## src/rtl/question_link_rx.sv

```systemverilog
// question_link_rx: assembles one factorization question from the partner board's
// asynchronous 4-bit NUM / OK strobe link into a QUESTION word (first nibble in the MSBs),
// guarded by an inter-nibble timeout and handed off with a Q_VALID/Q_ACK handshake.
//
// Latency: OK_IN rise -> nibble captured at the 3rd CLK edge; the final nibble's rise
// raises Q_VALID after the same 3rd edge.
// Backpressure: none on the link side. A frame that completes while Q_VALID is still
// pending overwrites QUESTION and pulses ERR (overrun).
//
// Ports:
//   CLK, RST        system clock, asynchronous active-high reset
//   OK_IN, NUM_IN   asynchronous link strobe and nibble bus
//   Q_ACK           consumer acknowledge, clears Q_VALID
//   QUESTION        last complete frame
//   Q_VALID         frame pending level
//   BUSY            frame partially received
//   ERR             1-cycle pulse on timeout, overrun or checksum error
//
// Optional feature macro: QLINK_CHECKSUM_EN -- each frame carries a trailing nibble that
// must equal the XOR of its data nibbles; mismatching frames are dropped with ERR.
module question_link_rx #(
  parameter int NIBBLES = 6,
  parameter int TIMEOUT = 50_000_000
) (
  input  logic                   CLK,
  input  logic                   RST,
  input  logic                   OK_IN,
  input  logic [3:0]             NUM_IN,
  input  logic                   Q_ACK,
  output logic [4*NIBBLES-1:0]   QUESTION,
  output logic                   Q_VALID,
  output logic                   BUSY,
  output logic                   ERR
);

  localparam int W     = 4 * NIBBLES;
  localparam int IDX_W = $clog2(NIBBLES + 1);
  localparam int TMR_W = (TIMEOUT > 1) ? $clog2(TIMEOUT) : 1;
`ifdef QLINK_CHECKSUM_EN
  localparam int FRAME_LEN = NIBBLES + 1;
`else
  localparam int FRAME_LEN = NIBBLES;
`endif
  localparam logic [IDX_W-1:0] LAST_IDX = IDX_W'(FRAME_LEN - 1);
  localparam logic [TMR_W-1:0] TMR_LAST = TMR_W'(TIMEOUT - 1);

  typedef enum logic {
    S_IDLE,
    S_RECV
  } state_t;

  state_t           r_state;
  state_t           w_state_nxt;

  // Two-flop synchronizers; r_ok_d is the extra delay stage for edge detection.
  logic             r_ok_s1;
  logic             r_ok_s;
  logic             r_ok_d;
  logic [3:0]       r_num_s1;
  logic [3:0]       r_num_s;

  logic [W-1:0]     r_shift;
  logic [IDX_W-1:0] r_idx;
  logic [TMR_W-1:0] r_timer;
  logic [W-1:0]     r_question;
  logic             r_q_valid;
  logic             r_err;
`ifdef QLINK_CHECKSUM_EN
  logic [3:0]       r_csum;
`endif

  logic             w_edge;
  logic             w_data_edge;
  logic             w_frame_done;
  logic             w_commit;
  logic             w_bad;
  logic             w_timeout;
  logic [W-1:0]     w_shift_in;
  logic [W-1:0]     w_word;

  assign w_edge     = r_ok_s & ~r_ok_d;
  assign w_shift_in = (r_shift << 4) | W'(r_num_s);

`ifdef QLINK_CHECKSUM_EN
  // The trailer nibble is checked, never shifted into the data word.
  assign w_data_edge = w_edge & ~((r_state == S_RECV) && (r_idx == LAST_IDX));
  assign w_word      = r_shift;
`else
  assign w_data_edge = w_edge;
  assign w_word      = w_shift_in;
`endif

  always_comb begin
    w_state_nxt  = r_state;
    w_frame_done = 1'b0;
    w_timeout    = 1'b0;
    case (r_state)
      S_IDLE: begin
        if (w_edge) begin
          if (FRAME_LEN == 1) w_frame_done = 1'b1;
          else                w_state_nxt  = S_RECV;
        end
      end
      S_RECV: begin
        // An edge in the timeout cycle wins: the nibble is taken, the timer restarts.
        if (w_edge) begin
          if (r_idx == LAST_IDX) begin
            w_frame_done = 1'b1;
            w_state_nxt  = S_IDLE;
          end
        end else if (r_timer == TMR_LAST) begin
          w_timeout   = 1'b1;
          w_state_nxt = S_IDLE;
        end
      end
      default: w_state_nxt = S_IDLE;
    endcase
  end

`ifdef QLINK_CHECKSUM_EN
  assign w_commit = w_frame_done & (r_num_s == r_csum);
  assign w_bad    = w_frame_done & (r_num_s != r_csum);
`else
  assign w_commit = w_frame_done;
  assign w_bad    = 1'b0;
`endif

  always_ff @(posedge CLK or posedge RST) begin
    if (RST) begin
      r_ok_s1    <= 1'b0;
      r_ok_s     <= 1'b0;
      r_ok_d     <= 1'b0;
      r_num_s1   <= 4'h0;
      r_num_s    <= 4'h0;
      r_state    <= S_IDLE;
      r_shift    <= '0;
      r_idx      <= '0;
      r_timer    <= '0;
      r_question <= '0;
      r_q_valid  <= 1'b0;
      r_err      <= 1'b0;
`ifdef QLINK_CHECKSUM_EN
      r_csum     <= 4'h0;
`endif
    end else begin
      r_ok_s1  <= OK_IN;
      r_ok_s   <= r_ok_s1;
      r_ok_d   <= r_ok_s;
      r_num_s1 <= NUM_IN;
      r_num_s  <= r_num_s1;
      r_state  <= w_state_nxt;

      // Overrun only when the pending frame is not being acked in the same cycle.
      r_err <= w_timeout | w_bad | (w_commit & r_q_valid & ~Q_ACK);

      if (w_commit) begin
        r_question <= w_word;
        r_q_valid  <= 1'b1;
      end else if (Q_ACK) begin
        r_q_valid  <= 1'b0;
      end

      if (w_edge) begin
        r_timer <= '0;
        if (r_state == S_IDLE) begin
          r_shift <= W'(r_num_s);
          r_idx   <= IDX_W'(1);
`ifdef QLINK_CHECKSUM_EN
          r_csum  <= r_num_s;
`endif
        end else begin
          r_idx <= r_idx + IDX_W'(1);
          if (w_data_edge) begin
            r_shift <= w_shift_in;
`ifdef QLINK_CHECKSUM_EN
            r_csum  <= r_csum ^ r_num_s;
`endif
          end
        end
      end else if (r_state == S_RECV) begin
        r_timer <= w_timeout ? '0 : r_timer + TMR_W'(1);
      end
    end
  end

  assign QUESTION = r_question;
  assign Q_VALID  = r_q_valid;
  assign BUSY     = (r_state == S_RECV);
  assign ERR      = r_err;

endmodule

```

## config.mk

```make
export PLATFORM = sky130hd
export DESIGN_NAME = question_link_rx
export DESIGN_NICKNAME = d
export VERILOG_FILES = /design/src/rtl/question_link_rx.sv
export SDC_FILE = /design/constraint.sdc
export NUM_CORES = 1
export LEC_CHECK = 0
export CORE_UTILIZATION = 51
export DETAILED_ROUTE_END_ITERATION = 8
export GPL_ROUTABILITY_DRIVEN = 0
export PLACE_DENSITY = 0.75
export SETUP_SLACK_MARGIN = 0.15
export SKIP_LAST_GASP = 1
export SYNTH_ARGS = -nofsm -noshare
export SYNTH_HDL_FRONTEND = slang
export SYNTH_SLANG_ARGS = --single-unit
```

## constraint.sdc

```tcl
create_clock -name CLK -period 2.7 [get_ports CLK]
set_input_delay 0.405 -clock CLK [delete_from_list [all_inputs] [get_ports CLK]]
set_output_delay 0.405 -clock CLK [all_outputs]
set_load 0.03 [all_outputs]
```

# Yosys cells after proc, flatten, opt, wreduce, memory -nomap -nowiden
# Cells that the tools add are included.
# op_classes
n_reduce_logical,2
n_eq_ne,2
add_sub_neg,2
bitwise_logic,8
muxes,18
# op_table
cell,n
2-to-1 mux 26 bit,3
adder 26 x 1 -> 26 bit (second input constant),1
== test 26 bit (second input constant),1
bitwise OR 24 x 4 -> 24 bit,1
2-to-1 mux 20 bit,1
2-to-1 mux 1 bit,12
nonzero test 2 bit,2
adder 3 x 1 -> 3 bit (second input constant),1
AND 1 bit,3
== test 3 bit (second input constant),1
2-to-1 mux 3 bit,1
NOT 1 bit,3
one-hot mux 1 bit (2 select lines),1
bitwise OR 1 bit,1
# word_totals
output_inout_bits,27
reg_bits,87
word_cells,44
in_bits,8

# Longest topological paths before layout
# logic_depth
ltp_word,7
ltp_mapped,6
mapped_depth_nobuf,6

# Least setup slack after synthesis
# OpenSTA, ideal clock, no wires.
# synth_path
kind,flip-flop to flip-flop
start,reg r_timer[7]
end,reg r_timer[10]
setup_slack_ns,0.674
t_arrival_ns,1.905
required_ns,2.578
synth_period_minus_slack_ns,2.026
n_path_buf,0
stages_incl_launch_ff,6
setup_time_ns,0.122
cell_sequence,dfrtp_1 or4_4 nor4_4 nand2_4 a21o_1 a32o_1
# synth_between
elab_chain_cells,7
word_cells_on_any_way,8
cone_classes,add/sub (1); eq/ne (1); mux (6)
# synth_rtl
item,line_no,rtl
"start, declared",64,logic [TMR_W-1:0] r_timer;
"start signal, assigned",181,r_timer <= w_timeout ? '0 : r_timer + TMR_W'(1);
"parallel branches: the longest is 4 deep, another holds adder 26 x 1 -> 26 bit",-,
2-to-1 mux 26 bit (*),181,
2-to-1 mux 26 bit (*),180,end else if (r_state == S_RECV) begin
2-to-1 mux 26 bit (*),163,if (w_edge) begin
# Every way passes the cells marked *. The select of a mux whose other input is x is not followed.
# A chain may end at the register's enable or synchronous reset.

# Final worst setup path
# layout_path
start,reg r_timer[7]
end,reg r_timer[9]
# Same word-level chain as after synthesis.

==> summary.log <==
INFO  synthesis      post_synth_most_frequent_cells=87 x sky130_fd_sc_hd__dfrtp_1, 64 x sky130_fd_sc_hd__nand2_1, 31 x sky130_fd_sc_hd__nand3_1
INFO  placement      post-dp-hpwl=4930µm
INFO  setup_path     critPathKind=flip-flop to flip-flop
INFO  sta            fin_crit_sh=80.3%
INFO  clock_network  cts_max_level=3
INFO  flow_run       cap_viol_max_count=0
INFO  setup_path     crit_required=2.94ns
INFO  drt            total_wire_length_after_detailed_routing=7610µm
INFO  sta            totalNegativeSetupSlack=0ns
INFO  drt            antenna_left=0
INFO  floorplanning  die_h=88.4µm
INFO  synthesis      synth.most_common_cell=sky130_fd_sc_hd__dfrtp_1
INFO  floorplanning  area_of_the_die=7820µm²
INFO  global_route   global_route_wire_length_before_repair=12800µm
INFO  power_and_ir_drop design_power_total=0.00400W
INFO  setup_path     critical_path_launch_point_type=flip-flop
INFO  drt            avgViaCountPerCell=5.73
INFO  synthesis      netlist_top_cells_area=sky130_fd_sc_hd__dfrtp_1 57%, sky130_fd_sc_hd__mux2_2 7.1%, sky130_fd_sc_hd__nand2_1 6.3%, sky130_fd_sc_hd__nand3_1 4.1%, sky130_fd_sc_hd__nand4_1 1.6%
INFO  clock_network  numCtsBuffers=9
INFO  synthesis      mappedNetlistNets=359
INFO  sta            report.final.hold_viol_count=0
INFO  synthesis      yosys_warn_count=0
INFO  drt            number_of_optimization_iterations_in_the_first_detailed_route_pass=4
INFO  sta            relSlewSlack=61.1%
INFO  clock_network  clk-insertion-delay-late=0.36ns
INFO  clock_network  ctsRootBufferMaster=sky130_fd_sc_hd__clkbuf_8
INFO  synthesis      postSynth.topFlopCell=sky130_fd_sc_hd__dfrtp_1
INFO  placement      dpl.cell_count=471
INFO  setup_path     cp.arrival=2.41ns
INFO  synthesis      synth_enable_flop_cells=0
INFO  final_layout   antenna_diodes=0
INFO  sta            fin_worst_skew=0.0129ns
INFO  synthesis      async_flop_share=100%
INFO  floorplanning  initial_core_util=52.5%
INFO  power_and_ir_drop power_density=884nW/µm²
INFO  final_layout   final_nets=394
INFO  global_route   grt_pass1_vias=2654
INFO  setup_path     critPathMaxFanout=10
INFO  hold_path      timing.hold.worst_path_depth=0
INFO  clock_network  cts-resized-gates=0
INFO  synthesis      synthesis.instances=348
INFO  sta            fin_crit=2.17ns
INFO  setup_path     setup.worst_path.end_class=flip-flop
INFO  synthesis      library_cell_with_the_largest_summed_area_after_synthesis=sky130_fd_sc_hd__dfrtp_1
INFO  sta            max_freq=461MHz
INFO  sta            report.final.setup_viol=0
INFO  placement      buffer_ports.inserted=34
INFO  drt            vias=2784
INFO  floorplanning  dieWidth=88.4µm
INFO  global_route   grt_overflow=0
INFO  final_layout   area.growth.synth_to_final=18.8%
INFO  clock_network  total_number_of_clock_tree_sinks=87
INFO  clock_network  cts.path.max_buffers=2
INFO  clock_network  tritoncts=done
INFO  clock_network  clk_pin_slew_worst_paths=0.08ns
INFO  floorplanning  placeableCoreArea=7250µm²
INFO  sta            grt_setup_unrepaired=no
INFO  global_route   grt_usage=21.5%
INFO  synthesis      synth.ff_latch_count=87
INFO  global_route   maximum_number_of_pins_on_one_net_before_global_route_repair=62
INFO  status         outcome=complete, no violations
INFO  drt            routedWlPerCell=15.7µm
INFO  setup_path     reg2regPathDepth=5
INFO  hold_path      holdCritPathClass=flip-flop to flip-flop
INFO  synthesis      synth.yosys.seq_area_share=57.1%
INFO  floorplanning  pin_count=35
INFO  synthesis      mappedNetlistArea=3810µm²
INFO  clock_network  holdBufCountCts=0
INFO  floorplanning  core.rowCount=31
INFO  final_layout   final_layout_size_suffix_gt1_share=15.5%
INFO  clock_network  cts.repair_timing.setup_buffer_count=0
INFO  global_route   antenna_found_initial=0
INFO  final_layout   instances_no_fill=486
INFO  drt            drt_iter0_drc=236
INFO  drt            detail_route.drc_violations=0
INFO  power_and_ir_drop vdd_ir_drop_max=0.000555V
INFO  power_and_ir_drop p_leak=2.02nW
INFO  synthesis      synth_cell_type_count=51
INFO  sta            slew_viol_final=0
INFO  synthesis      avgSynthCellArea=10.9µm²
INFO  sta            worstMarginPinSlew=0.582ns
INFO  synthesis      area_share_of_the_largest_cell_type_after_synthesis=57.1%
per-layer routing:
metal / track usage (%) / share of wire (%) / vias up
li1: - / - / 1314
met1: 30.0 / 47 / 1383
met2: 33.3 / 47 / 75
met3: 4.48 / 3.9 / 12
met4: 8.36 / 1.6 / 0
met5: 0 / 0 / -
area by class of cell:
type	instances	area (µm²)
clock buffers	9	124
flip-flops and latches	87	2180
multi-input cells	238	1550
well taps	99	124
inverters	4	18.8
repair buffers	43	433
clock inverters	6	95.1
fillers	598	2730
final timing paths:
check	from	end	slack (ns)
worst max-delay path	r_timer[7]	r_timer[9]	0.53
worst min-delay path	r_num_s1[3]	r_num_s[3]	0.35
worst max register to register	r_timer[7]	r_timer[9]	0.53
worst min register to register	r_num_s1[3]	r_num_s[3]	0.35
max in group asynchronous	RST	r_timer[21]	1.57
min in group asynchronous	RST	QUESTION[4]	0.46
kinds of logic after synthesis:
family	after synthesis	share of synthesized area, %
and+or+nand+nor	155	21.4
xor gates and xnor gates	8	1.84
muxes	26	7.62
DFF	87	57.1
buffers and inverters	23	2.30
AOI/OAI and AO/OA	46	8.67
adders and majority gates	3	0.985
worst max-delay path: stages (launching register included):
cell and delay [ns]:
sky130_fd_sc_hd__dfrtp_1 0.46, sky130_fd_sc_hd__or4_4 0.58, sky130_fd_sc_hd__nor4_4 0.44, sky130_fd_sc_hd__nand2_4 0.15, sky130_fd_sc_hd__a21o_1 0.19, sky130_fd_sc_hd__a32o_1 0.25
placed cells by master (no fill, tap or decap), types with 5 or more instances in the layout:
master	n
sky130_fd_sc_hd__xor2_1	6
sky130_fd_sc_hd__o31ai_1	5
sky130_fd_sc_hd__nand2_1	64
sky130_fd_sc_hd__a21oi_1	9
sky130_fd_sc_hd__nor2_1	14
sky130_fd_sc_hd__clkdlybuf4s50_1	34
sky130_fd_sc_hd__dfrtp_1	87
sky130_fd_sc_hd__or4_1	5
sky130_fd_sc_hd__a32o_1	6
sky130_fd_sc_hd__nand4_1	10
sky130_fd_sc_hd__nand3_1	31
sky130_fd_sc_hd__mux2_2	24
sky130_fd_sc_hd__buf_4	7
sky130_fd_sc_hd__clkbuf_8	9
where the power goes:
part	switching [W]	internal [W]
registers	0.000191	0.00158
logic	0.000706	0.000531
clock network	0.000470	0.000524
total	0.00137	0.00263
metrics by stage:
step,setup WS (ns),hold slack [ns],area (µm²),util (%)
floorplan,0.674,0.331,3810,-
global placement,0.608,0.332,4310,59.4
detailed placement,0.551,0.336,4310,59.4
CTS,0.539,0.357,4530,62.4
global route,0.456,0.365,4530,62.4
finish,0.531,0.353,4530,62.4
registers in the layout (all words and copies together) (netlist names):
signal and flops:
r_num_s 4, r_timer 26, r_ok_s1 1, QUESTION 24, r_num_s1 4, ERR 1
r_ok_d 1, r_idx 3, r_ok_s 1, r_shift 20, Q_VALID 1, BUSY 1
(Power assumes the default switching activity.)
